## config.mk

```make
export PLATFORM = sky130hd
export DESIGN_NAME = display_scan_mux
export DESIGN_NICKNAME = d
export VERILOG_FILES = /design/src/rtl/display_pkg.sv /design/src/rtl/hex_seg_decoder.sv /design/src/rtl/display_scan_mux.sv
export SDC_FILE = /design/constraint.sdc
export NUM_CORES = 1
export LEC_CHECK = 0
export BUFFER_PORTS_ARGS = -buffer_cell sky130_fd_sc_hd__buf_2
export CORE_ASPECT_RATIO = 0.5
export CORE_MARGIN = 2
export CORE_UTILIZATION = 50
export DETAILED_ROUTE_END_ITERATION = 10
export PLACE_DENSITY = 0.77
export RECOVER_POWER = 50
export SLEW_MARGIN = 10
export SYNTH_ARGS = -nofsm -noshare
export SYNTH_HDL_FRONTEND = slang
export SYNTH_SLANG_ARGS = --single-unit
```

## constraint.sdc

```tcl
create_clock -name clk -period 2 [get_ports clk]
set_clock_uncertainty 0.05 [all_clocks]
set_input_delay 0.1 -clock clk [delete_from_list [all_inputs] [get_ports clk]]
set_output_delay 0.1 -clock clk [all_outputs]
set_load 0.01 [all_outputs]
```

## src/rtl/display_pkg.sv

```systemverilog
// Shared 7-segment display constants and hex glyph table.
// Latency: none (constants and a pure function).
// Backpressure: none; consumers are free-running display drivers.
package display_pkg;

    // All segments dark (segments are active low).
    localparam logic [6:0] SEG_BLANK = 7'b1111111;

    // Hex nibble to active-low segment pattern, bit order {a,b,c,d,e,f,g} on [6:0].
    function automatic logic [6:0] hex_to_seg(input logic [3:0] nibble);
        logic [6:0] pattern;
        pattern = SEG_BLANK;
        case (nibble)
            4'h0: pattern = 7'b0000001;
            4'h1: pattern = 7'b1001111;
            4'h2: pattern = 7'b0010010;
            4'h3: pattern = 7'b0000110;
            4'h4: pattern = 7'b1001100;
            4'h5: pattern = 7'b0100100;
            4'h6: pattern = 7'b0100000;
            4'h7: pattern = 7'b0001111;
            4'h8: pattern = 7'b0000000;
            4'h9: pattern = 7'b0000100;
            4'hA: pattern = 7'b0001000;
            4'hB: pattern = 7'b1100000;
            4'hC: pattern = 7'b0110001;
            4'hD: pattern = 7'b1000010;
            4'hE: pattern = 7'b0110000;
            4'hF: pattern = 7'b0111000;
            default: pattern = SEG_BLANK;
        endcase
        return pattern;
    endfunction

endpackage

```

## src/rtl/hex_seg_decoder.sv

```systemverilog
// Combinational hex nibble to active-low 7-segment pattern.
// Latency: zero cycles (pure combinational).
// Backpressure: none; output follows input every cycle.
module hex_seg_decoder
    import display_pkg::*;
(
    input  logic [3:0] nibble,
    output logic [6:0] seg
);

    assign seg = hex_to_seg(nibble);

endmodule

```

## src/rtl/display_scan_mux.sv

```systemverilog
// Time-multiplexed common-anode 7-segment driver with guard cycles and leading-zero blanking.
// Latency: outputs registered, one cycle behind the (cnt, digit) scan state; new value shown from next frame.
// Backpressure: none; load is always accepted, last load before a frame boundary wins.
module display_scan_mux
    import display_pkg::*;
#(
    parameter int NUM_DIGITS = 4,
    parameter int SCAN_DIV   = 50000,
    parameter int GUARD      = 16
) (
    input  logic                    clk,
    input  logic                    rst,
    input  logic [4*NUM_DIGITS-1:0] value,
    input  logic [NUM_DIGITS-1:0]   dp_in,
    input  logic                    load,
    input  logic                    blank_lz,
    output logic [NUM_DIGITS-1:0]   an,
    output logic [6:0]              seg,
    output logic                    dp,
    output logic                    frame_done
);

    localparam int CNT_W  = (SCAN_DIV > 1) ? $clog2(SCAN_DIV) : 1;
    localparam int DIG_W  = (NUM_DIGITS > 1) ? $clog2(NUM_DIGITS) : 1;
    localparam int DATA_W = 4 * NUM_DIGITS;

    localparam logic [CNT_W-1:0] CNT_LAST  = CNT_W'(SCAN_DIV - 1);
    localparam logic [CNT_W-1:0] CNT_GUARD = CNT_W'(GUARD);
    localparam logic [DIG_W-1:0] DIG_LAST  = DIG_W'(NUM_DIGITS - 1);

    // Scan position
    logic [CNT_W-1:0]      cnt;
    logic [DIG_W-1:0]      digit;

    // Pending (most recent load) and active (currently displayed) frame contents
    logic [DATA_W-1:0]     pend_val;
    logic [NUM_DIGITS-1:0] pend_dp;
    logic [DATA_W-1:0]     act_val;
    logic [NUM_DIGITS-1:0] act_dp;

    // Decode path
    logic                  slot_end;
    logic                  frame_end;
    logic                  lit;
    logic [NUM_DIGITS-1:0] blank_mask;
    logic [NUM_DIGITS-1:0] an_next;
    logic [3:0]            cur_nib;
    logic                  cur_dp;
    logic                  cur_blank;
    logic [6:0]            dec_seg;

    assign slot_end  = (cnt == CNT_LAST);
    assign frame_end = slot_end && (digit == DIG_LAST);
    // Guard cycles at the start of each slot keep all anodes off to hide ghosting.
    assign lit       = (cnt >= CNT_GUARD);

    // Slot counter and digit pointer; digit wraps after the last digit (frame boundary).
    always_ff @(posedge clk) begin
        if (rst) begin
            cnt   <= '0;
            digit <= '0;
        end else if (slot_end) begin
            cnt   <= '0;
            digit <= (digit == DIG_LAST) ? '0 : digit + 1'b1;
        end else begin
            cnt   <= cnt + 1'b1;
        end
    end

    // Pending captures every load; active only swaps at a frame boundary, with a load on that cycle bypassing pending.
    always_ff @(posedge clk) begin
        if (rst) begin
            pend_val <= '0;
            pend_dp  <= '0;
            act_val  <= '0;
            act_dp   <= '0;
        end else begin
            if (load) begin
                pend_val <= value;
                pend_dp  <= dp_in;
            end
            if (frame_end) begin
                act_val <= load ? value : pend_val;
                act_dp  <= load ? dp_in : pend_dp;
            end
        end
    end

    // Leading-zero mask: a digit blanks when it and every more-significant nibble are zero; digit 0 always shows.
    always_comb begin
        logic upper_zero;
        upper_zero = 1'b1;
        blank_mask = '0;
        for (int i = NUM_DIGITS - 1; i >= 0; i--) begin
            upper_zero    = upper_zero && (act_val[4*i +: 4] == 4'h0);
            blank_mask[i] = blank_lz && upper_zero && (i != 0);
        end
    end

    // Select the current digit's nibble, decimal point and blank flag, and build the anode pattern.
    always_comb begin
        cur_nib   = 4'h0;
        cur_dp    = 1'b0;
        cur_blank = 1'b0;
        an_next   = '1;
        for (int i = 0; i < NUM_DIGITS; i++) begin
            if (digit == DIG_W'(i)) begin
                cur_nib    = act_val[4*i +: 4];
                cur_dp     = act_dp[i];
                cur_blank  = blank_mask[i];
                an_next[i] = ~lit;
            end
        end
    end

    hex_seg_decoder u_dec (
        .nibble (cur_nib),
        .seg    (dec_seg)
    );

    // Register the pins; outside the lit window everything is dark, a blanked digit keeps its anode and dp.
    always_ff @(posedge clk) begin
        if (rst) begin
            an         <= '1;
            seg        <= SEG_BLANK;
            dp         <= 1'b1;
            frame_done <= 1'b0;
        end else begin
            an         <= an_next;
            frame_done <= frame_end;
            if (lit) begin
                seg <= cur_blank ? SEG_BLANK : dec_seg;
                dp  <= ~cur_dp;
            end else begin
                seg <= SEG_BLANK;
                dp  <= 1'b1;
            end
        end
    end

endmodule

```

==> results of run 1 <==
[per-layer routing]
layer  track usage, %  vias to the layer above  part of all wire, %  wire, um
li1                 -                     1239                    -         -
met1             21.7                     1188                   44      3220
met2             37.2                       57                   50      3650
met3             9.63                        8                  4.8       351
met4             5.27                        0                  1.4       103
met5                0                        -                    0         0
[cell usage after synthesis, types with 5 or more instances]
master,n
buf_4,6
nand2_1,12
mux2_4,20
xor2_1,9
buf_2,5
mux2i_1,26
clkbuf_1,6
ha_1,12
inv_1,14
nand4_1,7
a211oi_1,5
nor2b_1,18
nand3_1,11
nor2_1,37
dfxtp_1,71
[worst max-delay path by stage]
stage	start	slack, ps	endpoint
6_report	digit[1]$_SDFFE_PP0N_	-40	seg[3]$_SDFF_PP1_
5_1_grt	digit[1]$_SDFFE_PP0N_	-110	seg[3]$_SDFF_PP1_
4_1_cts	digit[1]$_SDFFE_PP0N_	10	seg[3]$_SDFF_PP1_
3_5_place_dp	digit[0]$_SDFFE_PP0N_	-190	seg[1]$_SDFF_PP1_
3_3_place_gp	digit[0]$_SDFFE_PP0N_	20	seg[1]$_SDFF_PP1_
2_1_floorplan	digit[1]$_SDFFE_PP0N_	30	seg[3]$_SDFF_PP1_
[worst reg2reg max path, cell delays in order, from the launching register on]
cell       delay [ps]
dfxtp_4           380
inv_4              50
ha_4              180
nand3b_1          210
a221o_1           420
buf_6             160
ha_4              250
inv_2              40
nand3_2            50
o2111ai_2          90
[power by group]
part	switching (mW)	internal (mW)	total [mW]
Combinational	0.0648	0.0511	0.116
Clock	0.578	1.28	1.86
Sequential	0.0121	1.44	1.45
[final cells by class]
type / count / share of cell area [%]
clock inverters: 5 / 2.47
flip-flops and latches: 71 / 34.0
clock buffers: 11 / 6.02
multi-input cells: 215 / 44.4
well taps: 88 / 2.62
inverters: 14 / 1.31
repair buffers: 63 / 9.09
[timing repair]
item	in CTS	in global routing
gates resized for setup	17	15
cloned	0	1
setup endpoints to repair	7	7
pin swaps	2	9
buffers inserted	4	2
endpoints found under the hold margin	0	0
[state kept, by name (all words and copies together) (netlist names)]
| name | cells |
|---|---|
| pend_val | 16 |
| digit | 2 |
| cnt | 16 |
| frame_done | 1 |
| act_val | 16 |
| dp | 1 |
| act_dp | 4 |
| pend_dp | 4 |
| seg | 7 |
| an | 4 |
[stage by stage]
stage	instances	cell area (um^2)	setup TNS (ps)	setup slack, ps
2_1_floorplan	318	3320	0	31.2
3_3_place_gp	444	3660	0	15.8
3_5_place_dp	444	3660	-982	-186
4_1_cts	464	4130	0	9.51
5_1_grt	467	4200	-452	-107
6_report	467	4200	-117	-41.3
[cells by family after synthesis]
| group | count (synthesis) | synth area share (%) |
|---|---|---|
| fa+ha+maj | 12 | 4.55 |
| flops | 71 | 43.0 |
| simple gates | 112 | 19.1 |
| xor+xnor | 11 | 2.92 |
| buf+inv | 33 | 5.08 |
| mux | 46 | 17.0 |
| compound gates | 33 | 8.41 |
==> summary.md, run 1 <==
| Metric | Value |
|---|---|
| Dpl hpwl | approximately 4.7 mm |
| Finish-stage setup viols | 4 |
| Peak supply drop | approximately 0.55 mV |
| Top FF cell, synth | dfxtp_1 |
| Post-synth ARST share | 0% |
| ANT cells | 0 |
| Initial antenna violation count | 0 |
| EDFF count, synth | 0 |
| Critical path type | register to register |
| Post-synthesis cell count | 318 |
| Detail Route Antenna Nets | 0 |
| Top post-synthesis cells by area | dfxtp_1, mux2_4, mux2i_1 |
| Final WS setup | -41.3 ps |
| Via count | 2,492 |
| Clock transition at the registers of the reported paths | 60 ps |
| Register bit total from synthesis | 71 |
| Syn Area/Cell | 10.4 um^2 |
| I/O pin cnt | 37 |
| Initial Util | 53.0% |
| Minimum clock period | 2040 ps |
| CTS tree | yes |
| Final core utilization | roughly two thirds |
| R2r setup slk | -40 ps |
| Initial drt markers | 136 |
| Post-synthesis cell type count | 50 |
| R2r startpoint | digit[1]$_SDFFE_PP0N_ |
| Slowest stage cell on the critical path | a221o_1 |
| Synth-to-Final Area Change | 27.0% |
| Most common cell after layout, fill and taps aside | dfxtp_1 |
| Crit end category | register |
| Detailed Routing Iterations Pass 1 | 5 |
| Largest net degree at the start of global routing | 24 |
| Grt ovf | 0 |
| Max incr delay on CP | 420 ps |
| Cell taking the most area after synthesis | dfxtp_1 |
| Critical Path Most Common Cell | ha_4 |
| Gpl congestion | 0.848 |
| Worst Hold Depth | 3 |
| Max-slew violations | 21 |
| Die area | 7310 um^2 |
| Min-Delay Path Class | input port to register |
| Via-to-Cell Ratio | 5.34 |
| Port Buffers | 36 |
| CTS Buf Count | 9 |
| Hold_buf cts | 0 |
| Fin. Hold Viols | 0 |
| Tightest Pin Transition | 1510 ps |
| Final Hold Slack | approximately 3.7 ps |
| Lkg Pwr | 1.75 nW |
| Status | finished with violations |
| Most frequent cells in the layout | dfxtp_1, nor2_1, mux2i_1 |
| Synth Warn # | 0 |
| # clock sinks | 71 |
| Slew margin rel. | -0.547% |
| Fill cells | 457 |
| Failing checks | capacitance limit, slew limit, setup timing |
| Buffers and inverters on the worst path | 3 |
| Core Region | roughly 6200 um^2 |
| Hold endpoint | pend_dp[3]$_SDFF_PP0_ |
| Syn_nets | 354 |
| Chip Width | 119 um |
| Req. time, crit path | 2140 ps |
| CTS Root Cell | clkbuf_16 |
| # DRC | 0 |
| GRT Util Overall | 20.2% |
| Layout Nets | 410 |
| Drt wl/cell | 15.7 um |
| Largest fanout on the critical path | 8 |
| Post-synth top area share | 43.0% |
| H-tree Lvls | 3 |
| Pwr Density | 818 nW/um^2 |
| WP data arrival | approximately 2200 ps |
| Share of layout cells above drive strength 1 | 31.7% |
| Hold Startpoint | dp_in[3] |
| Fin crit share | 102% |
| Routed WL | roughly 7.3 mm |
| Vias in the first global route | 2,412 |
| Register area share after synthesis | 43.0% |
| Largest delay contributor family on the critical path | compound AO/OA/AOI/OAI gates |
| Die height | 61.5 um |
| First-pass GRT wire length | between 10 and 15 mm |
| Seq. cell area | 1430 um^2 |
| CTS Buffer Depth | 2 |
| Worst R2R End | seg[3]$_SDFF_PP1_ |
| Crit path depth | 9 |
| FP Rows | 20 |
| CP Cell Sequence | inv_4 -> ha_4 -> nand3b_1 -> a221o_1 -> buf_6 -> ha_4 -> inv_2 -> nand3_2 -> o2111ai_2 |
| RSZ-0062 raised after global routing | yes |
| Later-pin clock latency in the skew report | 330 ps |
| Peak Freq | 490 MHz |
| Startpoint Class | register |
| Final Power | 3.43 mW |
| Area of the multi-input gates | 1860 um^2 |
| R2R cell count | 9 |
| Netlist Area Pre-Place | 3300 um^2 |
| Max cap viols | 1 |
Note: power is estimated with default switching activity, not from simulation.
==> run 2, diff against run 1 <==
--- a/config.mk
+++ b/config.mk
@@ -10,7 +10,7 @@
 export CORE_MARGIN = 2
 export CORE_UTILIZATION = 50
 export DETAILED_ROUTE_END_ITERATION = 10
-export PLACE_DENSITY = 0.77
+export PLACE_DENSITY = 0.74
 export RECOVER_POWER = 50
 export SLEW_MARGIN = 10
 export SYNTH_ARGS = -nofsm -noshare
==> constraint.sdc (replaced) <==
create_clock -name clk -period 2.5 [get_ports clk]
set_clock_uncertainty 0.05 [all_clocks]
set_input_delay 0.125 -clock clk [delete_from_list [all_inputs] [get_ports clk]]
set_output_delay 0.125 -clock clk [all_outputs]
set_load 0.01 [all_outputs]
==> run 2 against run 1 <==
The run now ends clean. Critical path depth down 3. Clock-buffer cell count rose by 2. Combinational power fell by 25%. Sequential share of layout area rose by 3.4 points. Clock power fell by 34%. Fmax decreased by 11%. Die area unchanged. First-iteration DRC count down 21%. Routed wire length is 18% lower. Critical path type unchanged. Largest cell class unchanged. Largest power group unchanged. Highest routed layer unchanged.
==> summary.md, run 2 (synthesis gave the netlist of run 1 again) <==
| Metric | Value |
|---|---|
| Crit end category | register (unchanged) |
| Fin. Hold Viols | 0 (unchanged) |
| CTS Buf Count | 9 (unchanged) |
| Regs by FF count | act_val (16), cnt (16), pend_val (16) (unchanged) |
| Final Hold Slack | 30.3 ps (was 3.67 ps) |
| Initial antenna violation count | 0 (unchanged) |
| Vias in the first global route | 2,254 (was 2,412) |
| Clock network fraction of design power | 49.7% (was 54.3%) |
| Most common cell after layout, fill and taps aside | dfxtp_1 (unchanged) |
| Switch share | 19.8% (was 19.1%) |
| Die area | 7310 um^2 (unchanged) |
| Initial Util | 53.0% (unchanged) |
| Combinational share of power | 3.5% (was 3.4%) |
| FP Rows | 20 (unchanged) |
| Req. time, crit path | 2640 ps (was 2140 ps) |
| Synth-to-Final Area Change | 14.8% (was 27.0%) |
| Detailed Routing Iterations Pass 1 | 4 (was 5) |
| Largest fanout on the critical path | 12 (was 8) |
| CTS Root Cell | clkbuf_16 (unchanged) |
| Initial drt markers | 107 (was 136) |
| ANT cells | 0 (unchanged) |
| CTS Buffer Depth | 2 (unchanged) |
| GRT Util Overall | 18.7% (was 20.2%) |
| Critical path type | register to register (unchanged) |
| Hold_buf cts | 0 (unchanged) |
| Share of layout cells above drive strength 1 | 20.7% (was 31.7%) |
| First-pass GRT wire length | 10.4 mm (was 11.2 mm) |
| Gpl congestion | 0.799 (was 0.848) |
| Sequential Power Share | 46.9% (was 42.3%) |
| Largest net degree at the start of global routing | 46 (was 24) |
| Peak Freq | 436 MHz (was 490 MHz) |
| Lkg Pwr | 1.58 nW (was 1.75 nW) |
| Detail Route Antenna Nets | 0 (unchanged) |
| Later-pin clock latency in the skew report | 330 ps (about the same) |
| Status | complete, no violations (was finished with violations) |
| Max cap viols | 0 (was 1) |
| Max-slew violations | 0 (was 21) |
| Minimum clock period | 2290 ps (was 2040 ps) |
| # clock sinks | 71 (unchanged) |
| Drt wl/cell | 13.5 um (was 15.7 um) |
| Layout Nets | 388 (was 410) |
| Via count | 2,321 (was 2,492) |
| Peak supply drop | 0.369 mV (was 0.546 mV) |
| Slew margin rel. | 4.61% (was -0.547%) |
| Die height | 61.5 um (unchanged) |
| Most frequent cells in the layout | dfxtp_1, nor2_1, mux2i_1 (unchanged) |
| RSZ-0062 raised after global routing | no (was yes) |
| Grt ovf | 0 (unchanged) |
| Startpoint Class | register (unchanged) |
| P_sw | 0.493 mW (was 0.655 mW) |
| Clock transition at the registers of the reported paths | 50 ps (was 60 ps) |
| WP data arrival | 2430 ps (was 2180 ps) |
| Chip Width | 119 um (unchanged) |
| CTS tree | yes (unchanged) |
| Setup tns final | 0 ps (was -117 ps) |
| I/O pin cnt | 37 (unchanged) |
| Pint | 1.99 mW (was 2.78 mW) |
| Min-Delay Path Class | input port to register (unchanged) |
| Via-to-Cell Ratio | 5.22 (was 5.34) |
| # DRC | 0 (unchanged) |
| Finish-stage setup viols | 0 (was 4) |
| Routed WL | 6.01 mm (was 7.32 mm) |
| Pwr Density | 656 nW/um^2 (was 818 nW/um^2) |
| H-tree Lvls | 3 (unchanged) |
| Core Region | 6230 um^2 (unchanged) |
| Fin crit share | 91.7% (was 102%) |
| Tightest Pin Transition | 1430 ps (was 1510 ps) |
| Dpl hpwl | 4.29 mm (was 4.67 mm) |
| Port Buffers | 36 (unchanged) |
-- run 2: cell count changes in the layout (fill, tap and decap cells not counted), moves of 3 or more --
cell      previous run  this run
clkbuf_1            15        18
ha_4                 8         0
ha_1                 3        11
inv_2                4         0
inv_1                9        14
buf_4               23         5
-- run 2: through the flow --
stage | instances | util, % | cell area (um^2) | power (mW) | worst slack (ps)
floorplan | 318 | - | 3300 | 1.25 | 386
global placement | 429 | 56.5 | 3520 | 1.27 | 401
detailed placement | 429 | 56.5 | 3520 | 1.28 | 219
CTS | 445 | 61.2 | 3820 | 2.52 | 189
global route | 445 | 60.8 | 3790 | 2.58 | 8.69
finish | 445 | 60.8 | 3790 | 2.49 | 206
-- run 2: worst paths after layout --
kind	start	end	slack (ps)	cells after the start
worst max-delay path	digit[0]$_SDFFE_PP0N_	seg[6]$_SDFF_PP1_	210	6
worst min register to register	cnt[0]$_SDFF_PP0_	cnt[0]$_SDFF_PP0_	420	1
worst max register to register	digit[0]$_SDFFE_PP0N_	seg[6]$_SDFF_PP1_	210	6
worst min-delay path	value[11]	pend_val[11]$_SDFF_PP0_	30	3
-- run 2: critical path: stages, from the launching register on --
cell       delay, ps
dfxtp_1          390
inv_1            100
ha_1             330
a211oi_1         480
a221o_1          410
mux2i_1          250
o2111ai_1        130
-- run 2: repair_timing --
item / in CTS / in global routing
setup buffers: 0 / 0
endpoints found under the setup margin: 0 / 3
gates resized for setup: 0 / 1
-- run 2: layer usage --
metal | vias to the layer above | share of wire, % | global-route usage [%]
met3 | 9 | 4.7 | 9.07
met1 | 1085 | 47 | 22.0
met4 | 0 | 1.1 | 5.95
li1 | 1191 | - | -
met2 | 36 | 48 | 31.0
met5 | - | 0 | 0
-- run 2: cell type report --
cell class | instances | area [um^2]
Clock buffer | 13 | 250
Clock inverter | 3 | 42.5
Fill cell | 517 | 2440
Inverter | 14 | 52.6
Multi-Input combinational cell | 214 | 1710
Sequential cell | 71 | 1420
Tap cell | 88 | 110
Timing Repair Buffer | 42 | 204
-- run 2: power groups by stage --
stage / Clock [mW] / Combinational [mW] / Sequential (mW)
2_1_floorplan: 0 / 0.0597 / 1.19
3_3_place_gp: 0 / 0.0837 / 1.19
3_5_place_dp: 0 / 0.0869 / 1.19
4_1_cts: 1.27 / 0.0873 / 1.16
5_1_grt: 1.32 / 0.0983 / 1.17
6_report: 1.23 / 0.0866 / 1.16
==> run 3, diff against run 2 <==
--- a/config.mk
+++ b/config.mk
@@ -6,7 +6,7 @@
 export NUM_CORES = 1
 export LEC_CHECK = 0
 export BUFFER_PORTS_ARGS = -buffer_cell sky130_fd_sc_hd__buf_2
-export CORE_ASPECT_RATIO = 0.5
+export CORE_ASPECT_RATIO = 0.9
 export CORE_MARGIN = 2
 export CORE_UTILIZATION = 50
 export DETAILED_ROUTE_END_ITERATION = 10
==> run 3 against run 2 <==
Non-clock buffer count did not move. Cell area shrank 1.4%. Combinational power rose by 0.7%. Die area down 0.53%. Sequential power hardly changed. Critical path depth stayed put. Clock-buffer cell count shrank 3. Via count decreased by 0.69%. Worst hold slack worse by 7.3 ps. Clock power is 12% lower. Routed wire length fell by 0.37%. Fmax grew 1.3%. Largest power group is now sequential cells. Highest routed layer unchanged.
==> summary.md, run 3 (synthesis gave the netlist of run 1 again) <==
| Metric | Value |
|---|---|
| Clock network fraction of design power | 46.4% (was 49.7%) |
| Final WS setup | 235 ps (was 206 ps) |
| CTS Buf Count | 9 (unchanged) |
| Via-to-Cell Ratio | 5.16 (was 5.22) |
| Critical path type | register to register (unchanged) |
| Req. time, crit path | 2650 ps (was 2640 ps) |
| FP Rows | 28 (was 20) |
| Via count | 2,305 (was 2,321) |
| CTS tree | yes (unchanged) |
| R2R cell count | 6 (unchanged) |
| Clock transition at the registers of the reported paths | 80 ps (was 50 ps) |
| Highest Signal Layer | met4 (unchanged) |
| WP data arrival | 2410 ps (was 2430 ps) |
| Tightest Pin Transition | 1420 ps (was 1430 ps) |
| Final non-filler cell total | 447 (was 445) |
| Detail Route Antenna Nets | 0 (unchanged) |
| CTS Buffer Depth | 2 (unchanged) |
| Dpl cell area | 3530 um^2 (was 3520 um^2) |
| Slowest stage cell on the critical path | a211oi_1 (unchanged) |
| Minimum clock period | 2270 ps (was 2290 ps) |
| Final Power | 2.33 mW (was 2.49 mW) |
| Final core utilization | 57.7% (was 60.8%) |
| H-tree Lvls | 3 (unchanged) |
| Max-slew violations | 0 (unchanged) |
| Max incr delay on CP | 470 ps (was 480 ps) |
| Startpoint Class | register (unchanged) |
| Initial antenna violation count | 0 (unchanged) |
| Port Buffers | 36 (unchanged) |
| Largest fanout on the critical path | 12 (unchanged) |
| CTS Root Cell | clkbuf_8 (was clkbuf_16) |
| R2r setup slk | 230 ps (was 210 ps) |
| Status | complete, no violations (unchanged) |
| Fin crit share | 90.6% (was 91.7%) |
| # clock sinks | 71 (unchanged) |
| Lkg Pwr | 1.56 nW (was 1.58 nW) |
| Chip Width | 89.7 um (was 119 um) |
| Gpl congestion | 0.853 (was 0.799) |
| R2r startpoint | digit[0]$_SDFFE_PP0N_ (unchanged) |
| Share of layout cells above drive strength 1 | 21.3% (was 20.7%) |
| # DRC | 0 (unchanged) |
| Core Region | 6480 um^2 (was 6230 um^2) |
| GRT Util Overall | 18.2% (was 18.7%) |
| P_sw | 0.479 mW (was 0.493 mW) |
| Setup crit start | digit[0]$_SDFFE_PP0N_ (unchanged) |
| I/O pin cnt | 37 (unchanged) |
| Setup tns final | 0 ps (unchanged) |
| DR WL met3 | 281 um (was 280 um) |
| Min-Delay Path Class | input port to register (unchanged) |
| Crit path depth | 6 (unchanged) |
| Setup WS pre-CTS | 266 ps (was 219 ps) |
| Initial Util | 51.0% (was 53.0%) |
| Largest delay contributor family on the critical path | compound AO/OA/AOI/OAI gates (unchanged) |
| Later-pin clock latency in the skew report | 340 ps (was 330 ps) |
| Grt ovf | 0 (unchanged) |
| Met1 wire length | 3.00 mm (was 2.80 mm) |
| Setup Buffers After CTS | 0 (unchanged) |
| Crit path to | seg[6]$_SDFF_PP1_ (unchanged) |
| Placed cells | 431 (was 429) |
| RSZ-0062 raised after global routing | no (unchanged) |
| Routed WL | 5.99 mm (was 6.01 mm) |
| Crit end category | register (unchanged) |
| Peak Freq | 441 MHz (was 436 MHz) |
| Switch share | 20.5% (was 19.8%) |
| Initial drt markers | 99 (was 107) |
| CP Cell Sequence | inv_1 -> ha_1 -> a211oi_1 -> a221o_1 -> mux2i_1 -> o2111ai_1 (unchanged) |
| Pwr Density | 624 nW/um^2 (was 656 nW/um^2) |
| Pint | 1.85 mW (was 1.99 mW) |
| Finish-stage setup viols | 0 (unchanged) |
| Buffers and inverters on the worst path | 1 (unchanged) |
| First-pass GRT wire length | 10.2 mm (was 10.4 mm) |
| Max cap viols | 0 (unchanged) |
| Synth-to-Final Area Change | 13.1% (was 14.8%) |
| Final Hold Slack | 22.9 ps (was 30.3 ps) |
| Peak supply drop | 0.499 mV (was 0.369 mV) |
| Largest net degree at the start of global routing | 46 (unchanged) |
| Most frequent cells in the layout | dfxtp_1, nor2_1, mux2i_1 (unchanged) |
| Regs by FF count | act_val (16), cnt (16), pend_val (16) (unchanged) |
| Die height | 81.1 um (was 61.5 um) |
| ANT cells | 0 (unchanged) |
| Most common cell after layout, fill and taps aside | dfxtp_1 (unchanged) |
| Drt wl/cell | 13.4 um (was 13.5 um) |
| Worst R2R End | seg[6]$_SDFF_PP1_ (unchanged) |
| Die area | 7270 um^2 (was 7310 um^2) |
| Sequential Power Share | 49.8% (was 46.9%) |
| Vias in the first global route | 2,122 (was 2,254) |
| Layout Nets | 388 (unchanged) |
| Slew margin rel. | 5.31% (was 4.61%) |
| Hold_buf cts | 0 (unchanged) |
| Final Cell Area | 3740 um^2 (was 3790 um^2) |
| Fin. Hold Viols | 0 (unchanged) |
| Dpl hpwl | 4.09 mm (was 4.29 mm) |
| Detailed Routing Iterations Pass 1 | 4 (unchanged) |
| Combinational share of power | 3.7% (was 3.5%) |
| DR WL met2 | 2.68 mm (was 2.86 mm) |
[run 3: changes by cell type in the layout (fill, tap and decap cells not counted), sizes merged]
cell      delta
clkinvlp     -1
buf          -2
bufinv       +2
clkinv       +2
clkbuf       -1
[run 3: power by group through the flow]
stage	logic (mW)	registers [mW]	clock network, mW
6_report	0.0872	1.16	1.08
5_1_grt	0.0985	1.16	1.16
4_1_cts	0.0884	1.16	1.11
3_5_place_dp	0.0878	1.19	0
3_3_place_gp	0.0851	1.19	0
2_1_floorplan	0.0597	1.19	0
[run 3: worst register-to-register path: stages (launching register included)]
cell and delay, ps:
dfxtp_1 390, inv_1 100, ha_1 340, a211oi_1 470, a221o_1 420, mux2i_1 240
o2111ai_1 110
[run 3: final cells by class]
cell class | instances | area, um^2
Clock inverter | 6 | 109
Multi-Input combinational cell | 214 | 1720
Fill cell | 577 | 2740
Timing Repair Buffer | 42 | 198
Sequential cell | 71 | 1420
Tap cell | 90 | 113
Clock buffer | 10 | 128
Inverter | 14 | 52.6
[run 3: how the worst min path moves through the flow]
stage / from / to / slack, ps / depth (start not counted)
final: value[10] / pend_val[10]$_SDFF_PP0_ / 20 / 3
after floorplan: dp_in[0] / pend_dp[0]$_SDFF_PP0_ / 260 / 2
after global routing: value[8] / pend_val[8]$_SDFF_PP0_ / 20 / 3
after CTS: value[14] / pend_val[14]$_SDFF_PP0_ / 8 / 3
after detailed placement: value[8] / pend_val[8]$_SDFF_PP0_ / 380 / 3
after global placement: value[14] / pend_val[14]$_SDFF_PP0_ / 360 / 3
[run 3: what timing repair did]
item | 4_1_cts | 5_1_grt
setup endpoints to repair | 0 | 1
endpoints found under the hold margin | 0 | 0
resized for setup | 0 | 1
[run 3: metal layers]
metal  vias up  track usage (%)
met5         -                0
met1      1072             25.6
li1       1186                -
met2        45             26.4
met3         2             5.89
met4         0             5.82
